<file path="src/rtl/dcache_port_arbiter.sv">
// Two-port arbiter in front of the single D$ request port (0 = MEM stage, 1 = PTW).
// Define DCARB_STARVE_GUARD_EN to force a port-1 win after STARVE_LIMIT lost arbitrations.
module dcache_port_arbiter #(
    parameter int ADDR_WIDTH   = 64,
    parameter int DATA_WIDTH   = 64,
    parameter int STARVE_LIMIT = 8
) (
    input  logic                  clk,
    input  logic                  reset,

    input  logic                  r0_en,
    input  logic                  r0_lock,
    input  logic [ADDR_WIDTH-1:0] r0_addr,
    input  logic                  r0_write_en,
    input  logic [DATA_WIDTH-1:0] r0_wdata,
    input  logic [1:0]            r0_wlen,
    output logic [DATA_WIDTH-1:0] r0_rdata,
    output logic                  r0_rvalid,
    output logic                  r0_write_done,
    output logic                  r0_grant,

    input  logic                  r1_en,
    input  logic                  r1_lock,
    input  logic [ADDR_WIDTH-1:0] r1_addr,
    input  logic                  r1_write_en,
    input  logic [DATA_WIDTH-1:0] r1_wdata,
    input  logic [1:0]            r1_wlen,
    output logic [DATA_WIDTH-1:0] r1_rdata,
    output logic                  r1_rvalid,
    output logic                  r1_write_done,
    output logic                  r1_grant,

    output logic                  dc_en,
    output logic [ADDR_WIDTH-1:0] dc_in_addr,
    output logic                  dc_write_en,
    output logic [DATA_WIDTH-1:0] dc_in_wdata,
    output logic [1:0]            dc_in_wlen,
    input  logic [DATA_WIDTH-1:0] dc_out_rdata,
    input  logic                  dc_out_rvalid,
    input  logic                  dc_out_write_done
);

    typedef enum logic [1:0] {IDLE, BUSY, HOLD} state_e;

    state_e state_q;
    logic   owner_q;

    logic own_en;
    logic own_lock;
    logic own_we;
    logic busy;
    logic hold;
    logic done;
    logic win1;

    assign own_en   = owner_q ? r1_en       : r0_en;
    assign own_lock = owner_q ? r1_lock     : r0_lock;
    assign own_we   = owner_q ? r1_write_en : r0_write_en;

    assign busy = (state_q == BUSY);
    assign hold = (state_q == HOLD);

    // A strobe of the wrong kind for the owner's direction is not a completion.
    assign done = busy & (own_we ? dc_out_write_done : dc_out_rvalid);

`ifdef DCARB_STARVE_GUARD_EN
    localparam int CW = $clog2(STARVE_LIMIT + 1);

    logic [CW-1:0] starve_q;
    logic [CW-1:0] starve_d;
    logic          starve_hit;

    assign starve_hit = (starve_q == CW'(STARVE_LIMIT));
    assign win1       = r1_en & (~r0_en | starve_hit);

    always_comb begin
        starve_d = starve_q;
        if (state_q == IDLE) begin
            if (r0_en & r1_en & ~starve_hit)
                starve_d = starve_q + CW'(1);
            else
                starve_d = '0;
        end
    end

    always_ff @(posedge clk or posedge reset) begin
        if (reset)
            starve_q <= '0;
        else
            starve_q <= starve_d;
    end
`else
    assign win1 = r1_en & ~r0_en;
`endif

    always_ff @(posedge clk or posedge reset) begin
        if (reset) begin
            state_q <= IDLE;
            owner_q <= 1'b0;
        end else begin
            unique case (state_q)
                IDLE: begin
                    if (r0_en | r1_en) begin
                        owner_q <= win1;
                        state_q <= BUSY;
                    end
                end
                BUSY: begin
                    if (done)
                        state_q <= own_lock ? HOLD : IDLE;
                    else if (!own_en)
                        state_q <= IDLE;
                end
                HOLD: begin
                    if (!own_lock)
                        state_q <= IDLE;
                    else if (own_en)
                        state_q <= BUSY;
                end
                default: state_q <= IDLE;
            endcase
        end
    end

    assign dc_en       = busy & own_en;
    assign dc_in_addr  = owner_q ? r1_addr  : r0_addr;
    assign dc_write_en = own_we;
    assign dc_in_wdata = owner_q ? r1_wdata : r0_wdata;
    assign dc_in_wlen  = owner_q ? r1_wlen  : r0_wlen;

    assign r0_grant = (busy | hold) & ~owner_q;
    assign r1_grant = (busy | hold) &  owner_q;

    assign r0_rvalid     = busy & ~owner_q & ~own_we & dc_out_rvalid;
    assign r1_rvalid     = busy &  owner_q & ~own_we & dc_out_rvalid;
    assign r0_write_done = busy & ~owner_q &  own_we & dc_out_write_done;
    assign r1_write_done = busy &  owner_q &  own_we & dc_out_write_done;

    assign r0_rdata = dc_out_rdata;
    assign r1_rdata = dc_out_rdata;

    a_cfg_limit: assert property (@(posedge clk) STARVE_LIMIT >= 1);

    a_owner_holds_en: assert property (
        @(posedge clk) disable iff (reset) busy |-> (own_en | done));

endmodule

</file>
<file path="config.mk">
export PLATFORM = sky130hd
export DESIGN_NAME = dcache_port_arbiter
export DESIGN_NICKNAME = d
export VERILOG_FILES = /design/src/rtl/dcache_port_arbiter.sv
export SDC_FILE = /design/constraint.sdc
export NUM_CORES = 1
export LEC_CHECK = 0
export ABC_AREA = 1
export CAP_MARGIN = 20
export CORE_AREA = 2 2 231 233
export DETAILED_ROUTE_END_ITERATION = 6
export DIE_AREA = 0 0 233 235
export GPL_TIMING_DRIVEN = 0
export SLEW_MARGIN = 20
export SYNTH_ARGS = -nofsm -noshare
export SYNTH_HDL_FRONTEND = slang
export SYNTH_SLANG_ARGS = --single-unit
</file>
<file path="constraint.sdc">
create_clock -name clk -period 2 [get_ports clk]
set_input_delay 0.3 -clock clk [delete_from_list [all_inputs] [get_ports clk]]
set_output_delay 0.3 -clock clk [all_outputs]
set_load 0.02 [all_outputs]
</file>
==> results of run 1 <==
-- final timing paths --
path | from | to | slack, ns | cells past startpoint
setup / recovery | owner_q | dc_in_addr[10] | 0.05 | 6
hold / removal | reset | state_q[0] | 0.24 | 2
setup reg to reg | state_q[1] | state_q[0] | 0.58 | 7
hold reg to reg | state_q[0] | state_q[0] | 0.55 | 2
max in group asynchronous | reset | owner_q | 1.62 | 2
min in group clk | state_q[0] | state_q[0] | 0.55 | 2
-- final cells by class --
cell class | count | area [µm²] | area share (%)
Antenna cell | 2 | 5.00 | 0.0547
Timing Repair Buffer | 543 | 5120 | 56.0
Buffer | 157 | 1250 | 13.7
Inverter | 14 | 57.6 | 0.629
Sequential cell | 3 | 76.3 | 0.834
Multi-Input combinational cell | 433 | 1700 | 18.6
Tap cell | 688 | 861 | 9.40
Clock buffer | 4 | 78.8 | 0.861
-- cell usage in the layout (no fill, tap or decap), types with 2 or more instances in the layout --
cell	synthesis	routed
clkbuf_2	0	12
buf_8	0	2
clkbuf_16	0	3
buf_12	0	4
diode_2	0	2
clkdlybuf4s50_1	0	397
ha_1	4	4
nor2_1	8	8
dlygate4sd2_1	0	50
clkdlybuf4s15_1	0	11
clkbuf_4	0	4
buf_4	135	148
dfrtp_1	3	2
buf_2	15	43
a21oi_1	3	3
nand3_2	3	3
nand3_1	4	4
inv_1	13	13
buf_6	1	9
nand2_1	408	407
clkdlybuf4s15_2	0	19
-- layer usage --
layer	part of all wire (%)	vias to the layer above	track usage, %
li1	-	2767	-
met1	38	2421	8.80
met2	50	346	15.6
met3	8.4	35	1.37
met4	3.6	2	3.69
met5	0.052	-	0
-- through the flow --
step / cell area, µm² / power, µW
5_1_grt: 9150 / 8820
2_1_floorplan: 2950 / 4080
3_5_place_dp: 9160 / 8380
3_3_place_gp: 9160 / 8350
4_1_cts: 9190 / 8370
6_report: 9160 / 8170
-- worst max-delay path, stage by stage (launching register included) --
cell	delay, ns
dfrtp_2	0.45
clkinv_4	0.11
buf_4	0.12
clkbuf_4	0.19
nand2_1	0.06
nand2_1	0.13
dlygate4sd2_1	0.36
-- power groups by stage --
stage | clock, µW | sequential [µW] | combinational (µW)
2_1_floorplan | 0 | 121 | 3960
3_3_place_gp | 0 | 127 | 8220
3_5_place_dp | 0 | 131 | 8250
4_1_cts | 328 | 144 | 7900
5_1_grt | 332 | 147 | 8350
6_report | 321 | 142 | 7700
-- repair_timing --
item	4_1_cts	5_1_grt
gates resized for setup	369	36
setup endpoints to repair	137	52
buffers inserted	5	3
pin swaps	0	0
-- flip-flops by register name, summed over array words and instances (netlist names) --
name,count
state_q,2
owner_q,1
-- cell families (layout without fill, tap and decap cells) --
kind of cell	after synthesis	after routing	share of synthesized area, %
AO/OA/AOI/OAI	5	5	1.06
AND/OR/NAND/NOR	424	424	54.8
other	0	2	0
buffers and inverters	171	718	39.9
flip-flops	3	3	2.55
adder cells (fa/ha/maj)	4	4	1.70
==> reports/metrics.yaml, run 1 <==
synthCells: 607
p_sw_share_pct: 57.5
gr-total-overflow: 0
ys_types: 16
avgSynthCellArea_um2: 4.86
fp.coreArea_mm2: 0.0522
drtAntennaViolNets: 0
cts.htree.levels: 1
drive_gt1_share_pct: 21.8
syn_to_final_growth_pct: 211
path_clk_slew_ns: 0.03
numCtsBuffers: 3
root_buffer: "clkbuf_16"
routed_wl_mm: 24.8
combPwrFrac_pct: 94.3
whs_ns: 0.241
synth_area_mm2: 0.00295
cts_buffer_depth: 2
io-pin-count: 600
ys_ff_latch: 3
initial_core_util_pct: 5.64
final_util_pct: 17.5
synth-seq-area-share_pct: 2.55
max_cap_violations: 0
ir_worst_vdd_uv: 542
hold_buffers: 0
yosysWarnings: 0
final_nets: 1493
nFillCells: 5983
drc_errors: 0
fin_skew_ns: 0.000257
wire_per_inst_um: 13.5
antenna_found_initial: 5
required_ns: 1.70
vias: 5571
p_int_uw: 3470
finalCritPeriodShare_pct: 97.3
rows: 84
cp-start-kind: "flop"
async_flop_share_pct: 100
status: "complete, no violations"
cts_sinks: 3
min_period_ns: 1.95
crit_path_max_fanout: 10
setup_ws_ns: 0.0534
dpl.hpwl_mm: 22.4
grt_pass1_vias: 5643
vias_per_cell: 3.02
final_cells: 1844
drv_slew: 0
synthMostInstantiatedCell: "nand2_1"
grt_max_degree: 11
slew_headroom_pct: 83.4
die_h_um: 235
synthFlopType: "dfrtp_1"
yosysTopAreaCell: "nand2_1"
insertion_delay_ns: 0.23
synth_fp_nets: 945
setup_tns_ns: 0
clkPwrFrac_pct: 3.9
grt_pass1_wl_mm: 33.5
tightest_slew_ns: 0.248
gp_congestion: 0.839
end_kind: "output pin"
die_w_um: 233
cts_tree: "yes"
pwr_density_cell_mw_per_mm2: 892
p_sw_uw: 4700
drt_first_pass_iters: 4
io_buffers: 535
first_iter_violations: 102
seqPwrFrac_pct: 1.7
arrival_ns: 1.65
clock.fmax_mhz: 514
synth_common_cells: "408 x nand2_1, 135 x buf_4, 15 x buf_2, 13 x inv_1, 8 x nor2_1"
rsz0062_at_grt: "no"
dieArea_mm2: 0.0548
synth.top_cells.by_area: "nand2_1 52%, buf_4 34%, buf_2 2.5%"
finalHoldViolCount: 0
leakage_uw: 0.00448
synth_top_area_share_pct: 52.0
dpl_worst_slack_ns: -0.709
synth_edf_count: 0
hold_path_class: "in2async"
track_usage_pct: 8.24
finalSetupViolCount: 0
dp.cells: 1830
worstSetupPathType: "reg2out"
Note: power is estimated with default switching activity, not from simulation.
==> run 2, diff against run 1 <==
ABC_AREA = not set   (was 1)
CORE_AREA = 2 2 232 234   (was 2 2 231 233)
DIE_AREA = 0 0 234 236   (was 0 0 233 235)
clock period = 1.9 ns   (was 2 ns; I/O delays follow)
==> reports/metrics.yaml, run 2 <==
yosysWarnings: 0
drt_first_pass_iters: 4
largest_register_ffs: 2
antenna_found_initial: 27
finalHoldViolCount: 0
cp-start-kind: "flop"
syn_to_final_growth_pct: 228
rows: 85
ys_types: 25
final_nets: 1197
fp.coreArea_mm2: 0.0531
fin_skew_ns: 0.000930
insertion_delay_ns: 0.22
nFillCells: 5899
use_met1_pct: 9.80
mostFrequentLayoutCells: "396 x clkdlybuf4s50_1, 135 x buf_4, 96 x mux2_2"
dieArea_mm2: 0.0552
drc_errors: 0
io_buffers: 535
dpl_worst_slack_ns: -1.48
cts_buffer_depth: 2
hold_path_class: "in2async"
layout.cells.most_common: "clkdlybuf4s50_1"
largest_register: "state_q"
pwr_density_cell_mw_per_mm2: 861
worstSetupPathType: "reg2out"
io-pin-count: 600
grt_pass1_wl_mm: 35.4
p_sw_uw: 3580
synthMostInstantiatedCell: "mux2_2"
clock.fmax_mhz: 512
combPwrFrac_pct: 94.3
synth_area_mm2: 0.00286
async_flop_share_pct: 100
synth-seq-area-share_pct: 2.63
reg.largest.list: "state_q (2), owner_q (1)"
die_w_um: 234
place_area_mm2: 0.00909
dpl.hpwl_mm: 27.1
required_ns: 1.62
ir_worst_vdd_uv: 528
synth_common_cells: "130 x mux2_2, 128 x buf_4, 12 x buf_2, 4 x ha_1, 4 x inv_1"
vias: 4440
globalRouteMet3Util_pct: 4.58
grt.met2_usage_pct: 17.4
grt_max_degree: 11
cts_tree: "yes"
fin_area_mm2: 0.00936
routed_wl_mm: 29.8
path_clk_slew_ns: 0.03
grt_pass1_vias: 4549
setup_ws_ns: -0.0548
yosysTopAreaCell: "mux2_2"
crit_path_max_fanout: 7
root_buffer: "clkbuf_16"
initial_core_util_pct: 5.38
finalCritPeriodShare_pct: 103
p_int_uw: 4480
finalSetupViolCount: 34
synth_fp_nets: 648
synthFlopType: "dfrtp_1"
arrival_ns: 1.67
p_total_uw: 8060
end_kind: "output pin"
synth_edf_count: 0
die_h_um: 236
final_util_pct: 17.6
violations: "negative setup slack"
status: "finished with violations"
seqPwrFrac_pct: 1.6
grt-busiest-layer: "met2"
leakage_uw: 0.00393
drtAntennaViolNets: 0
slew_headroom_pct: 67.9
p_sw_share_pct: 44.5
synth.top_cells.by_area: "mux2_2 51%, buf_4 34%, dfrtp_1 2.6%"
crit_start: "owner_q"
track_usage_pct: 9.53
rr_startpoint: "owner_q"
drive_gt1_share_pct: 49.3
numCtsBuffers: 3
gr-total-overflow: 0
avgSynthCellArea_um2: 9.21
clkPwrFrac_pct: 4.1
tightest_slew_ns: 0.480
vias_per_cell: 2.84
synth_top_area_share_pct: 51.3
cts.htree.levels: 1
gp_congestion: 0.815
wire_per_inst_um: 19.0
cts_sinks: 3
min_period_ns: 1.95
max_cap_violations: 0
drv_slew: 0
rsz0062_at_grt: "yes"
synthCells: 310
first_iter_violations: 44
ys_ff_latch: 3
## run 2: cell type report
class                   instances  area [µm²]  area share [%]
multi-input cells             159        1870            19.9
well taps                     696         871            9.30
inverters                       4        15.0           0.160
plain buffers                 144        1270            13.6
repair buffers                544        5160            55.1
flip-flops and latches          3        75.1           0.802
clock buffers                   4        78.8           0.842
diodes                          9        22.5           0.241
## run 2: cell families after synthesis
logic type | synth area share [%]
buffers and inverters | 37.1
multiplexers | 53.5
AND/OR/NAND/NOR | 3.51
AO/OA/AOI/OAI | 1.58
adder cells (fa/ha/maj) | 1.75
flip-flops | 2.63
## run 2: power groups by stage
stage / combinational (µW) / clock [µW] / sequential, µW
5_1_grt: 8040 / 346 / 134
3_3_place_gp: 6860 / 0 / 120
3_5_place_dp: 6860 / 0 / 122
6_report: 7600 / 332 / 128
2_1_floorplan: 3630 / 0 / 116
4_1_cts: 6690 / 339 / 123
## run 2: layer usage
layer  wire [µm]  part of all wire (%)
met1       10300                    34
met2       14800                    50
met3        4260                    14
met4         432                   1.5
met5          68                  0.23
## run 2: critical path: stages (launching register included)
cell     delay (ns)
dfrtp_1        0.38
buf_12         0.16
buf_12         0.15
buf_12         0.15
buf_12         0.13
mux2_4         0.30
buf_8          0.15
## run 2: stage by stage
step	instances	setup TNS [ns]	hold WS [ns]
final	1563	-1.00	0.274
after global routing	1556	-5.38	0.305
after CTS	1546	-17.36	0.295
after detailed placement	1541	-127.15	0.528
after global placement	1541	-126.05	0.517
after floorplan	310	0	0.0386
## run 2: what timing repair did
item	CTS	global route
gates resized for setup	297	393
setup endpoints to repair	138	139
cloned	0	5
hold buffers	0	0
buffers inserted	1	3
## run 2: path summary, 6_finish.rpt
path	to	slack [ns]	cells past startpoint
worst max-delay path	dc_in_addr[13]	-0.05	6
worst min-delay path	state_q[0]	0.27	2
worst max register to register	state_q[0]	0	5
worst min register to register	state_q[1]	0.56	1
max in group asynchronous	owner_q	1.50	2
min in group clk	state_q[1]	0.56	1
